### src/rtl/tmds_encoder_if.sv
// Pixel-side bundle for the TMDS encoder: sync/data inputs and the three 10-bit channel symbols.
interface tmds_encoder_if;
  logic        VDEn_i;
  logic        hSync_i;
  logic        vSync_i;
  logic [23:0] pixel_i;
  logic [9:0]  tmdsRed_o;
  logic [9:0]  tmdsGreen_o;
  logic [9:0]  tmdsBlue_o;

  modport master (
    output VDEn_i, hSync_i, vSync_i, pixel_i,
    input  tmdsRed_o, tmdsGreen_o, tmdsBlue_o
  );

  modport slave (
    input  VDEn_i, hSync_i, vSync_i, pixel_i,
    output tmdsRed_o, tmdsGreen_o, tmdsBlue_o
  );
endinterface

### src/rtl/tmds_encoder.sv
// DVI 1.0 TMDS encoder: 2-stage pipeline (transition minimisation, then DC balance),
// one running-disparity counter per channel. Channel 0 = blue, 1 = green, 2 = red.
module tmds_encoder #(
  parameter bit INVERT_SYNC = 1'b0
) (
  input  logic          pixclk_i,
  input  logic          rstn_i,
  tmds_encoder_if.slave bus
);

  logic        de_q;
  logic        c0_q;
  logic        c1_q;
  logic [29:0] sym_all;

  always_ff @(posedge pixclk_i or negedge rstn_i) begin
    if (!rstn_i) begin
      de_q <= 1'b0;
      c0_q <= 1'b0;
      c1_q <= 1'b0;
    end else begin
      de_q <= bus.VDEn_i;
      c0_q <= bus.hSync_i ^ INVERT_SYNC;
      c1_q <= bus.vSync_i ^ INVERT_SYNC;
    end
  end

  for (genvar gi = 0; gi < 3; gi++) begin : g_ch
    logic [7:0]        d;
    logic [8:0]        qm_d;
    logic [8:0]        qm_q;
    logic [9:0]        sym_d;
    logic [9:0]        sym_q;
    logic signed [4:0] cnt_d;
    logic signed [4:0] cnt_q;
    logic [1:0]        ctl;

    assign d   = bus.pixel_i[8*gi +: 8];
    // Only the blue channel carries sync; green/red always send the 00 token.
    assign ctl = (gi == 0) ? {c1_q, c0_q} : 2'b00;

    always_comb begin : stage1
      logic [3:0] ones;
      logic       use_xnor;
      logic [8:0] qm;
      ones = 4'd0;
      for (int i = 0; i < 8; i++) begin
        ones = ones + {3'd0, d[i]};
      end
      use_xnor = (ones > 4'd4) || ((ones == 4'd4) && !d[0]);
      qm       = 9'd0;
      qm[0]    = d[0];
      for (int i = 1; i < 8; i++) begin
        qm[i] = use_xnor ? ~(qm[i-1] ^ d[i]) : (qm[i-1] ^ d[i]);
      end
      qm[8] = ~use_xnor;
      qm_d  = qm;
    end

    // 5-bit two's-complement sums may wrap in intermediates, but every reachable
    // final count lies in -8..+8, so the modulo-32 result is exact.
    always_comb begin : stage2
      logic [3:0]        n1;
      logic signed [4:0] diff;
      logic              q8;
      n1 = 4'd0;
      for (int i = 0; i < 8; i++) begin
        n1 = n1 + {3'd0, qm_q[i]};
      end
      diff  = $signed({n1, 1'b0}) - 5'sd8;
      q8    = qm_q[8];
      sym_d = 10'h354;
      cnt_d = 5'sd0;
      if (!de_q) begin
        case (ctl)
          2'b00:   sym_d = 10'h354;
          2'b01:   sym_d = 10'h0AB;
          2'b10:   sym_d = 10'h154;
          default: sym_d = 10'h2AB;
        endcase
        cnt_d = 5'sd0;
      end else if ((cnt_q == 5'sd0) || (diff == 5'sd0)) begin
        sym_d = {~q8, q8, q8 ? qm_q[7:0] : ~qm_q[7:0]};
        cnt_d = q8 ? (cnt_q + diff) : (cnt_q - diff);
      end else if (((cnt_q > 5'sd0) && (diff > 5'sd0)) ||
                   ((cnt_q < 5'sd0) && (diff < 5'sd0))) begin
        sym_d = {1'b1, q8, ~qm_q[7:0]};
        cnt_d = cnt_q - diff + (q8 ? 5'sd2 : 5'sd0);
      end else begin
        sym_d = {1'b0, q8, qm_q[7:0]};
        cnt_d = cnt_q + diff - (q8 ? 5'sd0 : 5'sd2);
      end
    end

    always_ff @(posedge pixclk_i or negedge rstn_i) begin
      if (!rstn_i) begin
        qm_q  <= 9'd0;
        sym_q <= 10'h354;
        cnt_q <= 5'sd0;
      end else begin
        qm_q  <= qm_d;
        sym_q <= sym_d;
        cnt_q <= cnt_d;
      end
    end

    assign sym_all[10*gi +: 10] = sym_q;
  end

  assign bus.tmdsBlue_o  = sym_all[9:0];
  assign bus.tmdsGreen_o = sym_all[19:10];
  assign bus.tmdsRed_o   = sym_all[29:20];

endmodule

### src/flat_wrapper.sv
// flat-port wrapper written by rule: the top's interface ports become plain ports
module tmds_encoder_flat 
#(
  parameter bit INVERT_SYNC = 1'b0
)
  (pixclk_i, rstn_i, bus_VDEn_i, bus_hSync_i, bus_vSync_i, bus_pixel_i, bus_tmdsRed_o, bus_tmdsGreen_o, bus_tmdsBlue_o);
  tmds_encoder_if bus_i ();
  input  logic pixclk_i;
  input  logic rstn_i;
  input wire logic [$bits(bus_i.VDEn_i)-1:0] bus_VDEn_i;
  input wire logic [$bits(bus_i.hSync_i)-1:0] bus_hSync_i;
  input wire logic [$bits(bus_i.vSync_i)-1:0] bus_vSync_i;
  input wire logic [$bits(bus_i.pixel_i)-1:0] bus_pixel_i;
  output wire logic [$bits(bus_i.tmdsRed_o)-1:0] bus_tmdsRed_o;
  output wire logic [$bits(bus_i.tmdsGreen_o)-1:0] bus_tmdsGreen_o;
  output wire logic [$bits(bus_i.tmdsBlue_o)-1:0] bus_tmdsBlue_o;
  assign bus_i.VDEn_i = bus_VDEn_i;
  assign bus_i.hSync_i = bus_hSync_i;
  assign bus_i.vSync_i = bus_vSync_i;
  assign bus_i.pixel_i = bus_pixel_i;
  assign bus_tmdsRed_o = bus_i.tmdsRed_o;
  assign bus_tmdsGreen_o = bus_i.tmdsGreen_o;
  assign bus_tmdsBlue_o = bus_i.tmdsBlue_o;
  tmds_encoder #(.INVERT_SYNC(INVERT_SYNC)) u_core (.pixclk_i(pixclk_i), .rstn_i(rstn_i), .bus(bus_i));
endmodule
### config.mk
export PLATFORM = sky130hd
export DESIGN_NAME = tmds_encoder_flat
export DESIGN_NICKNAME = d
export VERILOG_FILES = /design/src/rtl/tmds_encoder_if.sv /design/src/rtl/tmds_encoder.sv /design/src/flat_wrapper.sv
export SDC_FILE = /design/constraint.sdc
export NUM_CORES = 1
export LEC_CHECK = 0
export ABC_CLOCK_PERIOD_IN_PS = 4400
export CAP_MARGIN = 20
export CORE_MARGIN = 10
export CORE_UTILIZATION = 45
export CTS_CLUSTER_SIZE = 28
export DETAILED_ROUTE_END_ITERATION = 16
export PLACE_DENSITY_LB_ADDON = 0.2
export SLEW_MARGIN = 10
export SYNTH_ARGS = -nofsm -noshare
export SYNTH_HDL_FRONTEND = slang
export SYNTH_SLANG_ARGS = --single-unit
### constraint.sdc
create_clock -name pixclk_i -period 4.4 [get_ports pixclk_i]
set_clock_uncertainty 0.05 [all_clocks]
set_input_delay 0.66 -clock pixclk_i [delete_from_list [all_inputs] [get_ports pixclk_i]]
set_output_delay 0.66 -clock pixclk_i [all_outputs]
set_load 0.02 [all_outputs]
# Word-level counts from Yosys, hierarchy flattened
# Cells that the tools add are included.
dict set report totals {
  in_bits 29
  register_bits 75
  out_inout_bits 30
}
dict set report classes {
  n_eq_ne 5
  mux 52
  bitwise 51
  order_cmp 15
  addsub 57
  reduce_logical 28
}
# op count
set ops {}
lappend ops {{$add 4x1->4} 36}
lappend ops {{$mux 10} 9}
lappend ops {{$mux 5} 12}
lappend ops {{$add 5x5->5} 6}
lappend ops {{$gt 5x1->1 const B} 6}
lappend ops {{$logic_not 5->1} 6}
lappend ops {{$lt 5x1->1 const B} 6}
lappend ops {{$pmux 10 s3} 1}
lappend ops {{$sub 5x5->5} 6}
lappend ops {{$not 1->1} 27}
lappend ops {{$mux 8} 3}
lappend ops {{$not 8->8} 3}
lappend ops {{$mux 1} 21}
lappend ops {{$xor 1x1->1} 21}
lappend ops {{$sub 5x5->5 const B} 3}
lappend ops {{$add 1x1->2} 6}
lappend ops {{$eq 4x3->1 const B} 3}
lappend ops {{$gt 4x3->1 const B} 3}
lappend ops {{$mux 2} 6}
lappend ops {{$logic_and 1x1->1} 9}
lappend ops {{$logic_or 1x1->1} 9}
lappend ops {{$logic_not 1->1} 3}
lappend ops {{$eq 2x1->1 const B} 1}
lappend ops {{$eq 2x2->1 const B} 1}
lappend ops {{$logic_not 2->1} 1}

# Depth between registers and ports, before layout
dict set report logic_depth {
  ltp_word 29
  depth_mapped 15
  mapped_depth_nobuf 15
}

# Worst setup path after synthesis
# Ideal clock, no wire load.
dict set report synth_path {
  path_type {register to register}
  startpoint {reg u_core.g_ch[0].qm_q[0]}
  endpoint {reg u_core.g_ch[0].cnt_q[4]}
  period_less_slack_ps 4481
  setup_ps 65
  path_stages_with_launch 15
  arrival_ps 4366
  slack_ps -81
  cell_sequence {dfrtp_1 -> ha_1 -> inv_1 -> fa_1 -> fa_1 -> fa_1 -> fa_1 -> xnor2_1 -> ha_1 -> ha_1 -> inv_1 -> a21oi_1 -> o221a_2 -> a2111oi_0 -> a211o_1}
}
dict set report synth_via {
  elab_chain_len 14
}
# item line
set synth_rtl {}
lappend synth_rtl {{start: declaration} tmds_encoder.sv:31} ;# logic [8:0] qm_q;
lappend synth_rtl {{start signal: assignment} tmds_encoder.sv:101} ;# qm_q <= qm_d;
lappend synth_rtl {{$add 1x1->2 *} tmds_encoder.sv:68} ;# n1 = n1 + {3'd0, qm_q[i]};
lappend synth_rtl {{$add 4x1->4 * (6 in a row)} tmds_encoder.sv:68}
lappend synth_rtl {{$sub 5x5->5 *} tmds_encoder.sv:70} ;# diff = $signed({n1, 1'b0}) - 5'sd8;
lappend synth_rtl {{parallel branches: the longest is 4 deep, another holds $add 5x5->5} -}
lappend synth_rtl {{$mux 5 *} tmds_encoder.sv:82} ;# end else if ((cnt_q == 5'sd0) || (diff == 5'sd0)) begin
lappend synth_rtl {{$mux 5 *} tmds_encoder.sv:74} ;# if (!de_q) begin
lappend synth_rtl {{named net u_core.g_ch[0].cnt_d[4]} tmds_encoder.sv:34} ;# logic signed [4:0] cnt_d;
lappend synth_rtl {{end signal: assignment} tmds_encoder.sv:103} ;# cnt_q <= cnt_d;
lappend synth_rtl {{end: declaration} tmds_encoder.sv:35} ;# logic signed [4:0] cnt_q;
# Mark *: on every way through the listed nets, which the timed path passes.

# Final worst setup path
# Same ends and word-level chain as after synthesis.

==> results.sh <==
export IMPL_layout_drive_gt1_share=0.170
export IMPL_clock_latency_ns=0.33
export IMPL_wirelength_mm=11.4
export IMPL_hp_class="in2async"
export IMPL_dpl_hpwl_mm=9.09
export IMPL_cp_startpoint="u_core.g_ch[0].qm_q[0]"
export IMPL_synth_edf_count=0
export IMPL_yosys_area_top_type="dfrtp_1"
export IMPL_numCtsBuffers=9
export IMPL_timing_fmax_ghz=0.234
export IMPL_post_route_util=0.591
export IMPL_avgSynthCellArea_sq_um=10.3
export IMPL_grt_pass1_wl_mm=19.0
export IMPL_layout_min_cycle_time_ns=4.28
export IMPL_path_class="reg2reg"
export IMPL_synth_common_cells="94 x inv_1, 64 x ha_1, 64 x xnor2_1, 57 x dfrtp_1, 32 x a21oi_1"
export IMPL_synthFlopType="dfrtp_1"
export IMPL_rrSetupSlack_ns=0.12
export IMPL_syn_inst=521
export IMPL_htree_levels=3
export IMPL_instances_no_fill=765
export IMPL_setup_viol=0
export IMPL_io_buffers=58
export IMPL_area_growth_pct=27.3
export IMPL_crit_slowest_cell="fa_1"
export IMPL_final_nets=740
export IMPL_wl_per_cell_microns=14.8
export IMPL_required_ns=4.62
export IMPL_vias_per_cell=5.00
export IMPL_cts_clk_slew_worst_paths_ns=0.06
export IMPL_r2r_start="u_core.g_ch[0].qm_q[0]"
export IMPL_period_share=0.972
export IMPL_drcViolationCount=0
export IMPL_clock_sinks=72
export IMPL_grt_antenna_before_repair=0
export IMPL_die_area_sq_mm=0.0167
export IMPL_tightest_slew_ns=0.917
export IMPL_ys_warn_count=0
export IMPL_seq_area_frac_synth=0.339
export IMPL_gp_congestion=0.911
export IMPL_slew_violations=0
export IMPL_drt_initial_drc_count=195
export IMPL_post_place_cells=742
export IMPL_syn_area_sq_mm=0.00537
export IMPL_grt_pass1_vias=4031
export IMPL_core_sq_mm=0.0116
export IMPL_cts_tree="built"
export IMPL_ys_async_sr_fraction=1.00
export IMPL_fillers=997
export IMPL_r2r_cells=15
export IMPL_grt_max_degree=51
export IMPL_r2r_end="u_core.g_ch[0].cnt_q[4]"
export IMPL_yosysUniqueCellTypes=44
export IMPL_cts_buffer_depth=2
export IMPL_outcome="complete, no violations"
export IMPL_vias=3823
export IMPL_initial_core_util=0.464
export IMPL_synth_seq_cells=72
export IMPL_cp_arrival_ns=4.49
export IMPL_yosys_top_cells_area="dfrtp_1 27%, ha_1 15%, fa_1 11%, xnor2_1 10%, dfstp_2 7.3%"
export IMPL_start_kind="flop"
export IMPL_crit_path_max_fanout=4
export IMPL_fp_dieW_microns=129
export IMPL_die_height_microns=129
export IMPL_io_pin_count=59
export IMPL_clockRootBuffer="clkbuf_16"
export IMPL_endpoint="u_core.g_ch[0].cnt_q[4]"
export IMPL_yosysTopAreaCellShare=0.266
export IMPL_worstPathCellList="ha_1 -> inv_1 -> fa_1 -> fa_1 -> fa_2 -> fa_2 -> xnor2_4 -> ha_4 -> ha_4 -> inv_2 -> buf_4 -> nand2_1 -> mux2_2 -> a211oi_2 -> a211o_1"
export IMPL_yosysMostFrequentCell="inv_1"
export IMPL_max_cap_violations=0
export IMPL_diodes=0
export IMPL_ant_nets=0
export IMPL_crit_path_end_kind="flop"
export IMPL_cpPeakStageDelay_ns=0.56
export IMPL_num_rows=39
export IMPL_hold_ws_ns=0.168
export IMPL_syn_num_nets=644
export IMPL_overflow=0
export IMPL_dr_pass1_iters=4
export IMPL_grt_total_usage=0.139
export IMPL_hold_viol_final=0
export IMPL_slew_headroom=0.389
-- through the flow --
stage	setup TNS [ns]	setup WS [ns]	cell area [sq um]
after CTS	0	0.00730	6680
after floorplan	0	0.0303	5380
after detailed placement	-0.371	-0.124	6310
after global placement	-0.00813	-0.00628	6310
after global routing	-0.0000138	-0.0000138	6840
final	0	0.125	6840
-- flip-flops by register name (all words and copies together) (netlist names) --
| register | cells |
|---|---|
| u_core.g_ch.qm_q | 27 |
| u_core.g_ch.cnt_q | 12 |
| u_core.c1_q | 1 |
| u_core.c0_q | 1 |
| u_core.bus.tmdsRed_o | 10 |
| u_core.bus.tmdsBlue_o | 10 |
| u_core.de_q | 1 |
| u_core.bus.tmdsGreen_o | 10 |
-- placed cells by master, fill, tap and decap left out, drive strengths merged, types with 2 or more instances in the layout --
cell and n:
mux2 3, o21a 2, mux2i 9, o21ai 18
dfstp 15, fa 30, o211a 3, o21bai 5
a31oi 4, inv 94, nor2b 4, xnor2 64
nor3 3, o211ai 7, a211oi 3, nand3 7
nor3b 5, ha 64, buf 40, clkdlybuf4s50 57
a21oi 32, dfrtp 57, nor2 22, a2111oi 2
clkbuf 13, or3 4, nand2 24, o22ai 3
a21o 2, a211o 2, xor2 12
-- final cells by class --
class / count / area, sq um / share of cell area
flip-flops and latches: 72 / 1820 / 0.266
inverters: 94 / 353 / 0.0516
well taps: 143 / 179 / 0.0262
repair buffers: 97 / 881 / 0.129
multi-input cells: 343 / 3310 / 0.484
clock buffers: 13 / 250 / 0.0366
clock inverters: 3 / 42.5 / 0.00622
-- how the worst min path moves through the flow --
| stage | depth (start not counted) | startpoint | end |
|---|---|---|---|
| final | 1 | rstn_i | u_core.g_ch[2].qm_q[5] |
| after global routing | 1 | rstn_i | u_core.bus.tmdsGreen_o[0] |
| after CTS | 2 | u_core.g_ch[1].qm_q[6] | u_core.bus.tmdsGreen_o[6] |
| after detailed placement | 2 | u_core.g_ch[1].qm_q[2] | u_core.bus.tmdsGreen_o[2] |
| after global placement | 2 | u_core.g_ch[1].qm_q[6] | u_core.bus.tmdsGreen_o[6] |
| after floorplan | 0 | rstn_i | u_core.bus.tmdsBlue_o[0] |
-- cells by family (layout without fill, tap and decap cells) --
family | Yosys count | after routing | share of synthesized area
buffers and inverters | 106 | 207 | 0.0778
adder cells (fa/ha/maj) | 94 | 94 | 0.261
AO/OA/AOI/OAI | 87 | 87 | 0.101
XOR/XNOR | 78 | 78 | 0.133
flip-flops | 72 | 72 | 0.339
AND/OR/NAND/NOR | 72 | 72 | 0.0631
multiplexers | 12 | 12 | 0.0254
-- layer usage --
layer	global-route usage	vias to the layer above	wire, microns
met2	0.237	62	5850
met4	0.0408	0	105
li1	-	1867	-
met3	0.0232	8	331
met1	0.178	1886	5070
met5	0	-	0
-- repair_timing --
action                     CTS  global route
hold buffers                 0             0
cloned                       0             0
gates resized for setup     16            15
setup buffers                1             5
pin swaps                    3            19
setup endpoints to repair    6            31
-- critical path, delay by kind of cell (launching register included) --
family / cells / cell delay (ns)
XOR/XNOR: 1 / 0.26
AO/OA/AOI/OAI: 2 / 0.35
multiplexers: 1 / 0.28
buffers and inverters: 3 / 0.24
flip-flops: 1 / 0.39
adder cells (fa/ha/maj): 7 / 2.60
AND/OR/NAND/NOR: 1 / 0.04
Power is not shown: default switching activity piles up to over one toggle a cycle in this logic, so the estimate is an artifact.
